==> config.mk <==
export PLATFORM = sky130hd
export DESIGN_NAME = hazard_ctrl_unit
export DESIGN_NICKNAME = d
export VERILOG_FILES = /design/src/rtl/hazard_ctrl_unit.sv
export SDC_FILE = /design/constraint.sdc
export NUM_CORES = 1
export LEC_CHECK = 0
export CAP_MARGIN = 20
export CORE_UTILIZATION = 45
export CTS_BUF_LIST = sky130_fd_sc_hd__clkbuf_2
export DETAILED_ROUTE_END_ITERATION = 8
export GPL_TIMING_DRIVEN = 0
export PLACE_DENSITY = 0.87
export SYNTH_ARGS = -nofsm -noshare
export SYNTH_HDL_FRONTEND = slang
export SYNTH_SLANG_ARGS = --single-unit
==> constraint.sdc <==
create_clock -name clk -period 2.24 [get_ports clk]
set_input_delay 0.224 -clock clk [delete_from_list [all_inputs] [get_ports clk]]
set_output_delay 0.224 -clock clk [all_outputs]
set_load 0.02 [all_outputs]
==> src/rtl/hazard_ctrl_unit.sv <==
// Hazard/forwarding controller beside the ID stage: per-operand forwarding selects,
// load-use stall sequencing, taken-branch IF/ID flush and a saturating stall counter.
module hazard_ctrl_unit #(
   parameter int AW       = 4,
   parameter int NSRC     = 3,
   parameter int LOAD_LAT = 1,
   parameter int CW       = 16
) (
   input  logic                 clk,
   input  logic                 reset,
   input  logic [NSRC*AW-1:0]   id_src,
   input  logic [NSRC-1:0]      id_src_valid,
   input  logic [AW-1:0]        ex_rd,
   input  logic                 ex_rf_en,
   input  logic                 ex_load,
   input  logic [AW-1:0]        mem_rd,
   input  logic                 mem_rf_en,
   input  logic [AW-1:0]        wb_rd,
   input  logic                 wb_rf_en,
   input  logic                 branch_taken,
   output logic [2*NSRC-1:0]    fwd_sel,
   output logic                 nop_sel,
   output logic                 le_pc,
   output logic                 le_if_id,
   output logic                 flush_if_id,
   output logic                 stall_active,
   output logic [CW-1:0]        stall_count
);

   localparam int RW = $clog2(LOAD_LAT + 1);

   typedef enum logic {
      IDLE  = 1'b0,
      STALL = 1'b1
   } state_t;

   state_t          state, state_next;
   logic [RW-1:0]   remaining, remaining_next;
   logic [CW-1:0]   count_next;
   logic [2*NSRC-1:0] fwd_raw;
   logic            detect;
   logic            stall;

   // Forwarding selects and load-use detection share the same operand scan.
   always_comb begin
      fwd_raw = '0;
      detect  = 1'b0;
      for (int unsigned i = 0; i < NSRC; i++) begin
         if (id_src_valid[i]) begin
            if (ex_rf_en && (id_src[i*AW +: AW] == ex_rd)) begin
               fwd_raw[2*i +: 2] = 2'b01;
               if (ex_load) begin
                  detect = 1'b1;
               end
            end else if (mem_rf_en && (id_src[i*AW +: AW] == mem_rd)) begin
               fwd_raw[2*i +: 2] = 2'b10;
            end else if (wb_rf_en && (id_src[i*AW +: AW] == wb_rd)) begin
               fwd_raw[2*i +: 2] = 2'b11;
            end
         end
      end
   end

   always_comb begin
      state_next     = state;
      remaining_next = remaining;
      case (state)
         IDLE: begin
            if (detect && (LOAD_LAT > 1)) begin
               state_next     = STALL;
               remaining_next = RW'(LOAD_LAT - 1);
            end
         end
         STALL: begin
            // Detects in the last stall cycle are ignored here and re-evaluated from IDLE.
            if (remaining <= RW'(1)) begin
               state_next     = IDLE;
               remaining_next = '0;
            end else begin
               remaining_next = remaining - RW'(1);
            end
         end
         default: begin
            state_next     = IDLE;
            remaining_next = '0;
         end
      endcase
   end

   always_comb begin
      stall      = detect || (state == STALL);
      count_next = stall_count;
      if (stall && (stall_count != '1)) begin
         count_next = stall_count + CW'(1);
      end
   end

   always_comb begin
      fwd_sel      = fwd_raw;
      nop_sel      = stall;
      le_pc        = ~stall;
      le_if_id     = ~stall;
      flush_if_id  = branch_taken & ~stall;
      stall_active = (state == STALL);
      if (reset) begin
         fwd_sel      = '0;
         nop_sel      = 1'b0;
         le_pc        = 1'b1;
         le_if_id     = 1'b1;
         flush_if_id  = 1'b0;
         stall_active = 1'b0;
      end
   end

   always_ff @(posedge clk) begin
      if (reset) begin
         state       <= IDLE;
         remaining   <= '0;
         stall_count <= '0;
      end else begin
         state       <= state_next;
         remaining   <= remaining_next;
         stall_count <= count_next;
      end
   end

endmodule

==> results of run 1 <==
## worst max-delay path by stage
stage,slack [ns],depth (start not counted),to,from
final,0.04,8,le_pc,id_src[8]
after global routing,-0.02,8,le_pc,id_src[8]
after CTS,0.001,9,le_pc,id_src[9]
after detailed placement,-0.75,9,le_pc,ex_rd[0]
after global placement,-0.73,9,le_pc,ex_rd[0]
after floorplan,0.29,7,stall_count[10],stall_count[0]
## power by group through the flow
stage	clock network, µW	logic [µW]	registers, µW
floorplan	0	101	293
global placement	0	207	292
detailed placement	0	211	292
CTS	134	211	286
global route	147	234	286
finish	134	220	286
## kinds of logic (layout without fill, tap and decap cells)
family / count (synthesis) / in the layout
mux: 10 / 10
other cells: 1 / 1
simple gates: 93 / 93
buf+inv: 9 / 73
compound gates: 17 / 17
xor+xnor: 36 / 36
flops: 16 / 16
fa+ha+maj: 1 / 1
## per-stage QoR
stage	TNS [ns]	std cells	util	hold slack, ns
2_1_floorplan	0	183	-	0.468
3_3_place_gp	-4.93	286	0.693	0.484
3_5_place_dp	-5.56	286	0.693	0.491
4_1_cts	0	291	0.709	0.515
5_1_grt	-0.0219	291	0.711	0.548
6_report	0	291	0.711	0.512
## metal layers
metal,GRT usage,vias to the layer above,wire (µm)
met1,0.334,758,1950
li1,-,785,-
met3,0.0346,12,245
met4,0.0498,0,90
met2,0.402,77,2050
met5,0,-,0
## worst reg2reg max path, stage by stage (launching register included)
cell and delay (ns):
dfxtp_1 0.44, ha_1 0.21, and3_1 0.24, nand4_1 0.22
nor2_2 0.25, buf_2 0.28, nor3_1 0.09, mux2_2 0.28
## synthesized netlist by cell type, drive strengths merged, types with 4 or more instances
library cell / count / share of area
nand2b: 6 / 0.025
xor2: 27 / 0.16
nor4: 5 / 0.041
nand4: 7 / 0.029
and4: 4 / 0.023
nor3: 12 / 0.040
nor2b: 12 / 0.050
a21oi: 9 / 0.030
nand3: 6 / 0.020
mux2: 9 / 0.067
nand2: 10 / 0.025
nor2: 16 / 0.040
dfxtp: 16 / 0.21
clkbuf: 4 / 0.010
xnor2: 9 / 0.052
buf: 5 / 0.024
## final cells by class
cell class | count | area, µm²
timing repair buffer | 62 | 574
buffer | 8 | 40.0
fill | 276 | 896
clock buffer | 3 | 15.0
multi-input combinational | 158 | 1200
sequential | 16 | 320
tap | 44 | 55.1
## timing repair
| action | in CTS | in global routing |
|---|---|---|
| endpoints found under the setup margin | 10 | 8 |
| endpoints found under the hold margin | 0 | 0 |
| setup buffers | 3 | 0 |
| gates resized for setup | 45 | 13 |
| cloned | 0 | 0 |
| pin swaps | 7 | 3 |
==> impl_metrics.py, run 1 <==
metrics = {
    "floorplan": {
        "coreArea_mm2": 0.00310,
        "die_h_um": 59.8,
        "initial_core_util": 0.485,
        "ios": 61,
        "core.rowCount": 20,
        "dieArea_mm2": 0.00358,
        "die_w_um": 59.8,
    },
    "worst_setup_path": {
        "critPathBufInv": 3,
        "crit_fanout": 3,
        "cp_data_required_time_ns": 2.02,
        "crit_top_cell": "buf_4",
        "startpoint_type": "input port",
        "r2r_cells": 7,
        "worstReg2RegStart": "stall_count[0]",
        "end_kind": "output port",
        "arrival_ns": 1.98,
        "max_stage_delay_ns": 0.41,
        "r2r-end": "stall_count[3]",
        "worst-setup-path-type": "input port to output port",
        "path_cells": "clkdlybuf4s15_1 -> xor2_2 -> nor4_4 -> a221oi_4 -> nand2b_4 -> or2_2 -> buf_4 -> buf_4",
        "reg2reg_slack_ns": 0.14,
        "critical-path-top-delay-family": "simple AND/OR/NAND/NOR gates",
        "slowest_stage": "nor4_4",
    },
    "global_routing": {
        "grtUsageTotal": 0.243,
        "antenna_found_initial": 0,
        "grt_max_degree": 13,
        "overflow": 0,
        "grt_first_pass_wirelength_um": 6620,
        "first_global_vias": 1498,
    },
    "detailed_routing": {
        "dr.pass1.iters": 4,
        "drc_errors": 0,
        "totalWireLength_um": 4330,
        "viasPerCell": 5.61,
        "wire_per_inst_um": 14.9,
        "dr_total_vias": 1632,
        "antenna_left": 0,
        "drt_iter0_drc": 78,
    },
    "power": {
        "max-vdd-ir-drop_mv": 0.234,
        "p_comb_frac": 0.343,
        "p_clk_frac": 0.210,
        "switching_share": 0.337,
        "power_uw": 640,
        "netSwitchingPower_uw": 215,
        "leakagePower_uw": 0.000825,
        "internal-power_uw": 424,
        "power_density_mw_per_mm2": 290,
        "pwr-share-seq": 0.447,
    },
    "cts": {
        "cts_inserted_buffers": 3,
        "cts_tree": "done",
        "max-clock-path-buffers": 2,
        "cts_num_sinks": 16,
        "cts_root_buf": "clkbuf_2",
        "path_clk_slew_ns": 0.16,
        "cts_max_level": 1,
        "cts-hold-fix-buffers": 0,
        "clk_latency_ns": 0.31,
    },
    "layout": {
        "largest_register": "stall_count",
        "nets": 284,
        "num_antenna_cells": 0,
        "top_regs": "stall_count x16",
        "layout_common_cells": "clkdlybuf4s50_1 (32), xor2_1 (25), dlygate4sd2_1 (16), dfxtp_1 (16), nor2_1 (15)",
        "largest_reg_flops": 16,
        "drive_above_1_share": 0.174,
        "area_delta_synth_final_pct": 46.8,
        "design_area_mm2": 0.00221,
        "final_common_cell": "clkdlybuf4s50_1",
    },
    "placed_design": {
        "placed_cell_area_mm2": 0.00215,
        "dp_slack_ns": -0.751,
        "io_buffers": 59,
        "gp_congestion": 0.855,
        "dp_hpwl_um": 3170,
    },
    "logic_synthesis": {
        "synth_warnings": 0,
        "syn_avg_cell_area_um2": 8.22,
        "ys_ff_latch": 16,
        "synth.distinct_cells": 36,
        "seq_area_frac_synth": 0.213,
        "async_flop_share": 0,
        "synth_adder_area_share": 0.00832,
        "synth_mux_area_frac": 0.0740,
        "synth_top_family_by_area": "simple AND/OR/NAND/NOR gates",
        "synth_edf_count": 0,
        "syn-cell-area_mm2": 0.00150,
        "synthSimpleGateAreaFrac": 0.382,
        "synth_cells": 183,
        "synth_compound_area_frac": 0.0765,
        "synth-xor-area-share": 0.210,
        "synthesis.nets": 218,
        "synth_ff_type": "dfxtp_1",
    },
    "status": {
        "status": "finished clean",
    },
    "timing": {
        "maxSlewViolCount": 0,
        "worst_slack_ns": 0.0368,
        "max_freq_mhz": 454,
        "final_hold_viol_count": 0,
        "setup_viol": 0,
        "period_share": 0.984,
        "finalCriticalPeriod_ns": 2.20,
        "skew_ns": 0.00485,
    },
    "min_path": {
        "hold_path_depth": 2,
        "hold_class": "register to register",
        "hold-path-endpoint": "stall_count[12]",
        "hp-start": "stall_count[12]",
    },
    "job": {
        "cap_viol_max_count": 0,
    },
}
(Power assumes the default switching activity.)
==> run 2, diff against run 1 <==
--- a/config.mk
+++ b/config.mk
@@ -6,11 +6,11 @@
 export NUM_CORES = 1
 export LEC_CHECK = 0
 export CAP_MARGIN = 20
-export CORE_UTILIZATION = 45
+export CORE_UTILIZATION = 48
 export CTS_BUF_LIST = sky130_fd_sc_hd__clkbuf_2
 export DETAILED_ROUTE_END_ITERATION = 8
 export GPL_TIMING_DRIVEN = 0
-export PLACE_DENSITY = 0.87
+export PLACE_DENSITY = 0.92
 export SYNTH_ARGS = -nofsm -noshare
 export SYNTH_HDL_FRONTEND = slang
 export SYNTH_SLANG_ARGS = --single-unit
==> constraint.sdc (replaced) <==
create_clock -name clk -period 2.8 [get_ports clk]
set_input_delay 0.28 -clock clk [delete_from_list [all_inputs] [get_ports clk]]
set_output_delay 0.28 -clock clk [all_outputs]
set_load 0.02 [all_outputs]
==> impl_metrics.py, run 2 (synthesized netlist as in run 1, its figures left out) <==
metrics = {
    "status": {
        "status": "finished with violations",
        "violations": "design-rule violations",
    },
    "worst_setup_path": {
        "crit_fanout": 10,
        "startpoint_type": "input port",
        "worst-setup-path-type": "input port to output port",
        "r2r-end": "stall_count[10]",
        "reg2reg_slack_ns": 0.70,
        "cp_data_required_time_ns": 2.52,
        "worstReg2RegStart": "stall_count[0]",
        "r2r_cells": 7,
        "end_kind": "output port",
        "arrival_ns": 2.48,
    },
    "layout": {
        "design_area_mm2": 0.00224,
        "num_antenna_cells": 0,
        "area_delta_synth_final_pct": 49.1,
        "largest_register": "stall_count",
        "stdcell_count": 280,
        "final_common_cell": "clkdlybuf4s50_1",
        "top_regs": "stall_count x16",
        "largest_reg_flops": 16,
        "nets": 286,
        "layout_common_cells": "clkdlybuf4s50_1 (41), xor2_1 (25), nor2_1 (16), dfxtp_1 (16), nor2b_1 (12)",
        "n_fill_cell": 180,
        "drive_above_1_share": 0.145,
    },
    "floorplan": {
        "core.rowCount": 19,
        "coreArea_mm2": 0.00285,
        "initial_core_util": 0.527,
        "ios": 61,
        "die_w_um": 58.0,
        "die_h_um": 58.0,
        "dieArea_mm2": 0.00336,
    },
    "global_routing": {
        "grtUsageTotal": 0.273,
        "grt_first_pass_wirelength_um": 7070,
        "grt_max_degree": 11,
        "overflow": 0,
        "antenna_found_initial": 0,
        "first_global_vias": 1503,
    },
    "cts": {
        "cts_tree": "done",
        "cts_root_buf": "clkbuf_2",
        "clk_latency_ns": 0.31,
        "cts_max_level": 1,
        "cts-hold-fix-buffers": 0,
        "path_clk_slew_ns": 0.15,
        "cts_num_sinks": 16,
        "cts_inserted_buffers": 3,
        "max-clock-path-buffers": 2,
    },
    "detailed_routing": {
        "drc_errors": 4,
        "wl_met3_um": 256,
        "dr_wl_met2_um": 2240,
        "top_layer": "met4",
        "totalWireLength_um": 4450,
        "viasPerCell": 5.83,
        "wire_per_inst_um": 15.9,
        "drt_iter0_drc": 78,
        "antenna_left": 0,
        "dr_total_vias": 1631,
        "dr.pass1.iters": 6,
        "wl_met1_um": 1870,
    },
    "timing": {
        "fin_tns_setup_ns": 0,
        "rsz0062_at_grt": "true",
        "period_share": 0.987,
        "setup_viol": 0,
        "finalCriticalPeriod_ns": 2.76,
        "skew_ns": 0.00487,
        "worst_slack_ns": 0.0365,
        "max_freq_mhz": 362,
        "maxSlewViolCount": 0,
        "final_hold_viol_count": 0,
    },
    "min_path": {
        "hold-path-endpoint": "stall_count[12]",
        "hp-start": "stall_count[12]",
        "hold_class": "register to register",
        "hold_path_depth": 2,
    },
    "placed_design": {
        "gp_congestion": 0.885,
        "io_buffers": 59,
        "dp_slack_ns": -0.348,
        "dp_hpwl_um": 3350,
        "placed_cell_area_mm2": 0.00213,
        "place_inst": 273,
    },
    "power": {
        "leakagePower_uw": 0.000872,
        "power_density_mw_per_mm2": 230,
        "max-vdd-ir-drop_mv": 0.183,
        "power_uw": 517,
    },
    "job": {
        "cap_viol_max_count": 0,
    },
}
-- run 2: through the flow --
stage / util / hold slack (ns)
after floorplan: - / 0.524
after global placement: 0.748 / 0.484
after detailed placement: 0.748 / 0.493
after CTS: 0.764 / 0.510
after global routing: 0.786 / 0.539
final: 0.786 / 0.507
-- run 2: report_power, final --
part | total [µW] | leakage [µW] | switching (µW) | internal [µW]
sequential | 229 | 0.000129 | 0.696 | 228
combinational | 182 | 0.000730 | 94.3 | 87.9
clock | 106 | 0.0000125 | 76.4 | 29.2
-- run 2: critical path, cell delays in order --
cell             delay (ns)
clkdlybuf4s50_1        0.52
nand2_1                0.11
nor4_4                 0.37
a221oi_4               0.14
buf_6                  0.17
nand2b_1               0.16
or2_2                  0.30
buf_4                  0.13
dlygate4sd2_1          0.31
-- run 2: worst max path at each step --
stage / startpoint / to / depth (start not counted)
2_1_floorplan: ex_rd[0] / le_pc / 7
3_3_place_gp: ex_rd[1] / le_pc / 10
3_5_place_dp: id_src[8] / le_pc / 9
4_1_cts: id_src[2] / le_pc / 10
5_1_grt: ex_rf_en / le_pc / 9
6_report: ex_rf_en / le_pc / 9
-- run 2: area by class of cell --
cell class / instances / area (µm²) / share of cell area
Tap cell: 31 / 38.8 / 0.0173
Clock buffer: 3 / 15.0 / 0.00670
Multi-Input combinational cell: 158 / 1180 / 0.528
Buffer: 9 / 51.3 / 0.0229
Sequential cell: 16 / 320 / 0.143
Timing Repair Buffer: 63 / 632 / 0.282
-- run 2: what timing repair did --
item / in CTS / in global routing
setup buffers: 2 / 2
pin swaps: 4 / 3
setup endpoints to repair: 4 / 4
resized for setup: 12 / 14
-- run 2: metal layers --
layer  GRT usage  vias up
met1       0.355      765
met5           0        -
met2       0.453       69
met3      0.0536       10
met4      0.0918        0
li1            -      787
